<file path="config.mk">
export PLATFORM = sky130hd
export DESIGN_NAME = i_execute_flat
export DESIGN_NICKNAME = d
export VERILOG_FILES = /design/src/rtl/i_execute_if.sv /design/src/rtl/i_execute.sv /design/src/flat_wrapper.sv
export SDC_FILE = /design/constraint.sdc
export NUM_CORES = 1
export LEC_CHECK = 0
export CAP_MARGIN = 10
export CORE_MARGIN = 3
export CORE_UTILIZATION = 52
export CTS_CLUSTER_SIZE = 24
export DETAILED_ROUTE_END_ITERATION = 8
export HOLD_SLACK_MARGIN = 0.15
export MAX_ROUTING_LAYER = met4
export PLACE_DENSITY = 0.86
export SYNTH_ARGS = -nofsm -noshare
export SYNTH_HDL_FRONTEND = slang
export SYNTH_SLANG_ARGS = --single-unit
</file>
<file path="constraint.sdc">
create_clock -name clk -period 4.5 [get_ports clk]
set_input_delay 1.35 -clock clk [delete_from_list [all_inputs] [get_ports clk]]
set_output_delay 1.35 -clock clk [all_outputs]
set_load 0.01 [all_outputs]
</file>
<file path="src/rtl/i_execute_if.sv">
// i_execute_if: ID/EX inputs and EX/MEM outputs of the execute stage (flush present with EXMEM_FLUSH_EN)
interface i_execute_if #(parameter int WIDTH = 32);
  logic [WIDTH-1:0] nPC;
  logic [WIDTH-1:0] A;
  logic [WIDTH-1:0] B;
  logic [WIDTH-1:0] SE;
  logic [4:0]       RT;
  logic [4:0]       RD;
  logic [1:0]       ALUOp;
  logic             ALUSrc;
  logic             RegDst;
  logic             Branch;
  logic             MemRead;
  logic             MemWrite;
  logic             MemtoReg;
  logic             RegWrite;
`ifdef EXMEM_FLUSH_EN
  logic             flush;
`endif
  logic [WIDTH-1:0] BranchTarget;
  logic             Zero;
  logic [WIDTH-1:0] ALUResult;
  logic [WIDTH-1:0] WriteData;
  logic [4:0]       WriteAddress;
  logic             BranchOut;
  logic             MemReadOut;
  logic             MemWriteOut;
  logic             MemtoRegOut;
  logic             RegWriteOut;
  modport master (
    output nPC, A, B, SE, RT, RD, ALUOp, ALUSrc, RegDst,
           Branch, MemRead, MemWrite, MemtoReg, RegWrite,
`ifdef EXMEM_FLUSH_EN
           flush,
`endif
    input  BranchTarget, Zero, ALUResult, WriteData, WriteAddress,
           BranchOut, MemReadOut, MemWriteOut, MemtoRegOut, RegWriteOut
  );
  modport slave (
    input  nPC, A, B, SE, RT, RD, ALUOp, ALUSrc, RegDst,
           Branch, MemRead, MemWrite, MemtoReg, RegWrite,
`ifdef EXMEM_FLUSH_EN
           flush,
`endif
    output BranchTarget, Zero, ALUResult, WriteData, WriteAddress,
           BranchOut, MemReadOut, MemWriteOut, MemtoRegOut, RegWriteOut
  );
endinterface

</file>
<file path="src/rtl/i_execute.sv">
// i_execute: MIPS EX stage (ALU control, ALU, branch adder, dest mux) ending in EX/MEM register; EXMEM_FLUSH_EN adds control-bit flush
module i_execute #(
  parameter int WIDTH = 32
) (
  input  logic       clk,
  input  logic       reset,
  i_execute_if.slave bus
);
  logic [WIDTH-1:0] op2, sum, diff, slt, rtype;
  logic [5:0]       funct;
  logic             flush_w;
  logic [WIDTH-1:0] branch_target_d, branch_target_q;
  logic [WIDTH-1:0] alu_result_d, alu_result_q;
  logic [WIDTH-1:0] write_data_d, write_data_q;
  logic [4:0]       write_address_d, write_address_q;
  logic             zero_d, zero_q;
  logic [4:0]       ctl_d, ctl_q;
`ifdef EXMEM_FLUSH_EN
  assign flush_w = bus.flush;
`else
  assign flush_w = 1'b0;
`endif
  // ALU, branch target, destination mux and control bits for the EX/MEM register
  always_comb begin
    op2             = bus.ALUSrc ? bus.SE : bus.B;
    funct           = bus.SE[5:0];
    sum             = bus.A + op2;
    diff            = bus.A - op2;
    slt             = {{(WIDTH-1){1'b0}}, $signed(bus.A) < $signed(op2)};
    rtype           = funct == 6'b100000 ? sum :
                      funct == 6'b100010 ? diff :
                      funct == 6'b100100 ? (bus.A & op2) :
                      funct == 6'b100101 ? (bus.A | op2) :
                      funct == 6'b101010 ? slt : '0;
    alu_result_d    = bus.ALUOp == 2'b00 ? sum :
                      bus.ALUOp == 2'b01 ? diff :
                      bus.ALUOp == 2'b10 ? rtype : '0;
    zero_d          = alu_result_d == '0;
    branch_target_d = bus.nPC + {bus.SE[WIDTH-3:0], 2'b00};
    write_data_d    = bus.B;
    write_address_d = bus.RegDst ? bus.RD : bus.RT;
    ctl_d           = flush_w ? 5'b0 :
                      {bus.Branch, bus.MemRead, bus.MemWrite, bus.MemtoReg, bus.RegWrite};
  end
  // EX/MEM register: captures every edge, cleared asynchronously to a NOP bubble
  always_ff @(posedge clk or posedge reset) begin
    if (reset) begin
      branch_target_q <= '0;
      alu_result_q    <= '0;
      write_data_q    <= '0;
      write_address_q <= '0;
      zero_q          <= 1'b0;
      ctl_q           <= '0;
    end else begin
      branch_target_q <= branch_target_d;
      alu_result_q    <= alu_result_d;
      write_data_q    <= write_data_d;
      write_address_q <= write_address_d;
      zero_q          <= zero_d;
      ctl_q           <= ctl_d;
    end
  end
  assign bus.BranchTarget = branch_target_q;
  assign bus.Zero         = zero_q;
  assign bus.ALUResult    = alu_result_q;
  assign bus.WriteData    = write_data_q;
  assign bus.WriteAddress = write_address_q;
  assign bus.BranchOut    = ctl_q[4];
  assign bus.MemReadOut   = ctl_q[3];
  assign bus.MemWriteOut  = ctl_q[2];
  assign bus.MemtoRegOut  = ctl_q[1];
  assign bus.RegWriteOut  = ctl_q[0];
endmodule

</file>
<file path="src/flat_wrapper.sv">
// flat-port wrapper written by rule: the top's interface ports become plain ports
module i_execute_flat 
#(
  parameter int WIDTH = 32
)
  (clk, reset, bus_nPC, bus_A, bus_B, bus_SE, bus_RT, bus_RD, bus_ALUOp, bus_ALUSrc, bus_RegDst, bus_Branch, bus_MemRead, bus_MemWrite, bus_MemtoReg, bus_RegWrite, bus_BranchTarget, bus_Zero, bus_ALUResult, bus_WriteData, bus_WriteAddress, bus_BranchOut, bus_MemReadOut, bus_MemWriteOut, bus_MemtoRegOut, bus_RegWriteOut);
  i_execute_if #(.WIDTH(WIDTH)) bus_i ();
  input  logic clk;
  input  logic reset;
  input wire logic [$bits(bus_i.nPC)-1:0] bus_nPC;
  input wire logic [$bits(bus_i.A)-1:0] bus_A;
  input wire logic [$bits(bus_i.B)-1:0] bus_B;
  input wire logic [$bits(bus_i.SE)-1:0] bus_SE;
  input wire logic [$bits(bus_i.RT)-1:0] bus_RT;
  input wire logic [$bits(bus_i.RD)-1:0] bus_RD;
  input wire logic [$bits(bus_i.ALUOp)-1:0] bus_ALUOp;
  input wire logic [$bits(bus_i.ALUSrc)-1:0] bus_ALUSrc;
  input wire logic [$bits(bus_i.RegDst)-1:0] bus_RegDst;
  input wire logic [$bits(bus_i.Branch)-1:0] bus_Branch;
  input wire logic [$bits(bus_i.MemRead)-1:0] bus_MemRead;
  input wire logic [$bits(bus_i.MemWrite)-1:0] bus_MemWrite;
  input wire logic [$bits(bus_i.MemtoReg)-1:0] bus_MemtoReg;
  input wire logic [$bits(bus_i.RegWrite)-1:0] bus_RegWrite;
  output wire logic [$bits(bus_i.BranchTarget)-1:0] bus_BranchTarget;
  output wire logic [$bits(bus_i.Zero)-1:0] bus_Zero;
  output wire logic [$bits(bus_i.ALUResult)-1:0] bus_ALUResult;
  output wire logic [$bits(bus_i.WriteData)-1:0] bus_WriteData;
  output wire logic [$bits(bus_i.WriteAddress)-1:0] bus_WriteAddress;
  output wire logic [$bits(bus_i.BranchOut)-1:0] bus_BranchOut;
  output wire logic [$bits(bus_i.MemReadOut)-1:0] bus_MemReadOut;
  output wire logic [$bits(bus_i.MemWriteOut)-1:0] bus_MemWriteOut;
  output wire logic [$bits(bus_i.MemtoRegOut)-1:0] bus_MemtoRegOut;
  output wire logic [$bits(bus_i.RegWriteOut)-1:0] bus_RegWriteOut;
  assign bus_i.nPC = bus_nPC;
  assign bus_i.A = bus_A;
  assign bus_i.B = bus_B;
  assign bus_i.SE = bus_SE;
  assign bus_i.RT = bus_RT;
  assign bus_i.RD = bus_RD;
  assign bus_i.ALUOp = bus_ALUOp;
  assign bus_i.ALUSrc = bus_ALUSrc;
  assign bus_i.RegDst = bus_RegDst;
  assign bus_i.Branch = bus_Branch;
  assign bus_i.MemRead = bus_MemRead;
  assign bus_i.MemWrite = bus_MemWrite;
  assign bus_i.MemtoReg = bus_MemtoReg;
  assign bus_i.RegWrite = bus_RegWrite;
  assign bus_BranchTarget = bus_i.BranchTarget;
  assign bus_Zero = bus_i.Zero;
  assign bus_ALUResult = bus_i.ALUResult;
  assign bus_WriteData = bus_i.WriteData;
  assign bus_WriteAddress = bus_i.WriteAddress;
  assign bus_BranchOut = bus_i.BranchOut;
  assign bus_MemReadOut = bus_i.MemReadOut;
  assign bus_MemWriteOut = bus_i.MemWriteOut;
  assign bus_MemtoRegOut = bus_i.MemtoRegOut;
  assign bus_RegWriteOut = bus_i.RegWriteOut;
  i_execute #(.WIDTH(WIDTH)) u_core (.clk(clk), .reset(reset), .bus(bus_i));
endmodule
</file>
==> results.py, run 1 <==
metrics = {
    "status": {
        "status": "did not finish",
        "stop_stage": "global routing",
        "error_message": "[ERROR GRT-0116] Global routing finished with congestion. Check the congestion regions in the DRC Viewer.",
    },
    "clock_tree": {
        "cts_root_buffer": "clkbuf_16",
        "h-tree-depth": 3,
        "numCtsBuffers": 9,
        "cts.sinks": 107,
        "cts_max_path_buffers": 2,
        "cts-hold-fix-buffers": 0,
    },
    "synthesis": {
        "synth.area.top_cells": "dfrtp_1 (25%), ha_1 (18%), a21oi_1 (5.3%)",
        "synth_xor_xnor_area_share": 0.0594,
        "synth_flop_cell": "dfrtp_1",
        "synth_top_area_frac": 0.249,
        "synth_top_family_by_area": "compound AO/OA/AOI/OAI gates",
        "synthCells": 1280,
        "ys_warn_count": 0,
        "synth_top_cell_by_area": "dfrtp_1",
        "syn_area_um2": 10800,
        "syn_area_per_cell_um2": 8.41,
        "synth_fp_nets": 1585,
        "yosys.area_share.simple": 0.167,
        "synth_seq_cells": 107,
        "synth_edf_count": 0,
        "synth_cell_type_count": 81,
        "netlist_top_cells_count": "ha_1 (153), a21oi_1 (113), inv_1 (112), dfrtp_1 (107), nor2_1 (85)",
        "synth.most_common_cell": "ha_1",
        "ys_seq_area_frac": 0.249,
        "synthAdderAreaFrac": 0.183,
        "synth_compound_area_frac": 0.243,
        "async_flop_share": 1.00,
        "yosys-mux-area-fraction": 0.0435,
    },
    "global_route": {
        "grt-ovfl-total": 22,
        "grt_usage": 0.797,
        "grt_pass1_vias": 19300,
        "grt_pass1_wl_um": 130000,
        "grt_max_degree": 62,
    },
    "placement": {
        "place_hpwl_um": 40100,
        "gp_congestion": 1.19,
        "io_buffers": 255,
    },
    "die": {
        "die_w_um": 150,
        "fp-row-count": 51,
        "io_pins": 256,
        "die_h_um": 150,
        "floorplan.initialDensity": 0.541,
    },
}
[layer usage]
metal  overflow  global-route usage
met1          1               0.765
met2          9               0.916
met3          2               0.700
met4         10               0.775
met5          -                   -
[per-stage QoR]
step / util / instances / worst slack (ps) / cell area (um^2)
2_1_floorplan: - / 1280 / -257 / 11000
3_3_place_gp: 0.829 / 2130 / -737 / 16500
3_5_place_dp: 0.829 / 2130 / -909 / 16500
4_1_cts: 0.899 / 2205 / -209 / 17900
[logic make-up after synthesis]
family	after synthesis
buffers and inverters	153
and+or+nand+nor	346
AOI/OAI and AO/OA	399
muxes	46
adders and majority gates	156
xor gates and xnor gates	73
DFF	107
[timing repair]
item | 4_1_cts
gates resized for setup | 151
endpoints found under the hold margin | 0
setup endpoints to repair | 18
cloned | 1
pin swaps | 33
buffers inserted | 58
==> run 2, diff against run 1 <==
--- a/config.mk
+++ b/config.mk
@@ -7,12 +7,9 @@
 export LEC_CHECK = 0
 export CAP_MARGIN = 10
 export CORE_MARGIN = 3
-export CORE_UTILIZATION = 52
-export CTS_CLUSTER_SIZE = 24
+export CORE_UTILIZATION = 40
 export DETAILED_ROUTE_END_ITERATION = 8
-export HOLD_SLACK_MARGIN = 0.15
-export MAX_ROUTING_LAYER = met4
-export PLACE_DENSITY = 0.86
+export PLACE_DENSITY_LB_ADDON = 0.15
 export SYNTH_ARGS = -nofsm -noshare
 export SYNTH_HDL_FRONTEND = slang
 export SYNTH_SLANG_ARGS = --single-unit
==> run 2 against run 1 <==
Compared with the run above:
- the flow now finishes, with violations (negative setup slack)
- synthesized cell count did not move
- area after synthesis did not move
==> results.py, run 2 <==
metrics = {
    "critical_path": {
        "crit_fanout": 7,
        "timing.critical_path.from": "bus_ALUSrc",
        "worstPathRequired_ps": 4790,
        "endpoint_kind": "flip-flop",
        "worstPathArrival_ps": 5110,
        "start_kind": "primary input",
        "crit_type": "in2reg",
    },
    "synthesis": {
        "ys_seq_area_frac": 0.249,
        "syn_area_per_cell_um2": 8.41,
        "ys_warn_count": 0,
        "synth_top_cell_by_area": "dfrtp_1",
        "synth_seq_cells": 107,
        "netlist_top_cells_count": "ha_1 (153), a21oi_1 (113), inv_1 (112), dfrtp_1 (107), nor2_1 (85)",
        "synth_flop_cell": "dfrtp_1",
        "async_flop_share": 1.00,
        "synth_edf_count": 0,
        "yosys.area_share.simple": 0.167,
        "synth_xor_xnor_area_share": 0.0594,
        "synth.most_common_cell": "ha_1",
        "synth_cell_type_count": 81,
        "synthCells": 1280,
        "syn_area_um2": 10800,
        "synth.area.top_cells": "dfrtp_1 (25%), ha_1 (18%), a21oi_1 (5.3%)",
        "synthAdderAreaFrac": 0.183,
        "synth_compound_area_frac": 0.243,
        "yosys-mux-area-fraction": 0.0435,
        "synth_top_family_by_area": "compound AO/OA/AOI/OAI gates",
        "synth_fp_nets": 1585,
        "synth_top_area_frac": 0.249,
    },
    "route": {
        "drt_iter0_markers": 992,
        "drtPass1Iterations": 5,
        "dr_total_vias": 12700,
        "wl_per_cell_um": 20.3,
        "routed_via_density": 5.46,
        "ant_nets": 0,
        "finalWirelength_um": 47100,
        "route.detailed.drc": 0,
    },
    "run": {
        "cap_violations": 0,
    },
    "sta": {
        "hold_viol_final": 0,
        "hold_slack_ps": 1210,
        "worst_pin_slew_ps": 821,
        "fin_ws_ps": -324,
        "max_freq_mhz": 207,
        "period_minus_slack_ps": 4820,
        "grt_setup_unrepaired": "true",
        "finalSetupViolCount": 1,
        "layout_worst_path_cycle_share": 1.07,
        "maxSlewHeadroom": 0.453,
        "fin_tns_setup_ps": -324,
        "drv_slew": 0,
    },
    "placement": {
        "dp_slack_ps": -1010,
        "io_buffers": 255,
        "gp_congestion": 0.977,
        "place_hpwl_um": 38300,
    },
    "cells_and_area": {
        "fillers": 2124,
        "final_cell_mix": "buf_4 (450), clkdlybuf4s50_1 (233), ha_1 (134), inv_1 (109), dfrtp_1 (107)",
        "nNetsFinal": 2285,
        "area_growth_pct": 71.7,
        "drive_above_1_share": 0.311,
        "layout_commonest_cell": "buf_4",
    },
    "clock_tree": {
        "cts_max_path_buffers": 2,
        "clkTransAtPathRegs_ps": 80,
        "cts_tree": "yes",
        "cts.sinks": 107,
        "cts_root_buffer": "clkbuf_16",
        "h-tree-depth": 3,
        "cts-hold-fix-buffers": 0,
        "numCtsBuffers": 9,
    },
    "status": {
        "status": "finished, violations left",
        "violations": "negative setup slack",
    },
    "global_route": {
        "grt_usage": 0.315,
        "antenna_found_initial": 2,
        "grt_pass1_wl_um": 70300,
        "grt_pass1_vias": 12600,
        "grt_max_degree": 62,
        "grt-ovfl-total": 0,
    },
    "power_and_ir_drop": {
        "vdd_ir_drop_max_v": 0.000180,
        "p_leak_uw": 0.00875,
        "finalPower_uw": 4530,
        "powerDensity_nw_per_um2": 245,
    },
    "die": {
        "die_w_um": 170,
        "core_area_um2": 26300,
        "fp-row-count": 59,
        "io_pins": 256,
        "floorplan.initialDensity": 0.409,
        "die_h_um": 170,
        "die_area_um2": 28900,
    },
    "worst_hold_path": {
        "holdCritStartpoint": "bus_B[15]",
        "worst_hold_path_type": "in2reg",
    },
}
-- run 2: cell counts after synthesis --
No cell type changed its count.
-- run 2: stage by stage --
step	utilization	instance area, um^2	instances
global placement	0.651	17100	2270
global route	0.703	18500	2320
finish	0.703	18500	2320
floorplan	-	11000	1280
detailed placement	0.651	17100	2270
CTS	0.690	18100	2310
-- run 2: where the power goes --
group | internal (uW) | switching (uW) | leakage [uW] | total, uW
clock network | 439 | 425 | 0.000140 | 864
registers | 1080 | 35.4 | 0.00129 | 1120
logic | 1340 | 1210 | 0.00732 | 2550
-- run 2: path summary, 6_finish.rpt --
path,endpoint,slack [ps],cells after the start
worst max-delay path,u_core.bus.Zero,-320,20
worst min-delay path,u_core.bus.WriteData[15],1210,1
max in group asynchronous,u_core.bus.ALUResult[3],2160,3
min in group asynchronous,u_core.bus.ALUResult[24],1510,2
-- run 2: metal layers --
metal | vias up | global-route usage | part of all wire
li1 | 6037 | - | -
met1 | 6054 | 0.402 | 0.43
met5 | - | 0 | 0.00015
met3 | 103 | 0.0755 | 0.077
met4 | 2 | 0.103 | 0.032
met2 | 462 | 0.526 | 0.46
-- run 2: layout make-up --
cell class,instances,area (um^2),share of cell area
flip-flops and latches,107,2680,0.145
well taps,335,419,0.0227
inverters,114,433,0.0234
repair buffers,728,6300,0.341
clock buffers,9,225,0.0122
multi-input cells,1020,8350,0.452
diodes,1,2.50,0.000135
clock inverters,6,73.8,0.00399
-- run 2: timing repair --
action                                  in CTS  in global routing
pin swaps                                   33                 29
setup buffers                               25                  9
endpoints found under the setup margin       6                  7
gates resized for setup                    104                 52
gates cloned                                 1                  0
-- run 2: cell families after synthesis --
group | count (synthesis)
adders and majority gates | 156
and+or+nand+nor | 346
AOI/OAI and AO/OA | 399
buffers and inverters | 153
xor gates and xnor gates | 73
muxes | 46
DFF | 107
-- run 2: worst max-delay path, stage by stage --
cell and delay, ps:
buf_12 90, buf_12 140, buf_12 120, mux2i_4 360, buf_6 170, inv_4 30, ha_4 150, or3_4 420
buf_6 130, a211o_1 290, nand4_1 120, buf_4 140, nand2_1 90, xnor2_2 160, a21o_1 130, o21ai_0 100
a2111o_1 470, nor4_4 260, nand4_1 220, nor2_1 130
No activity file was read; power rests on OpenSTA's default activity.
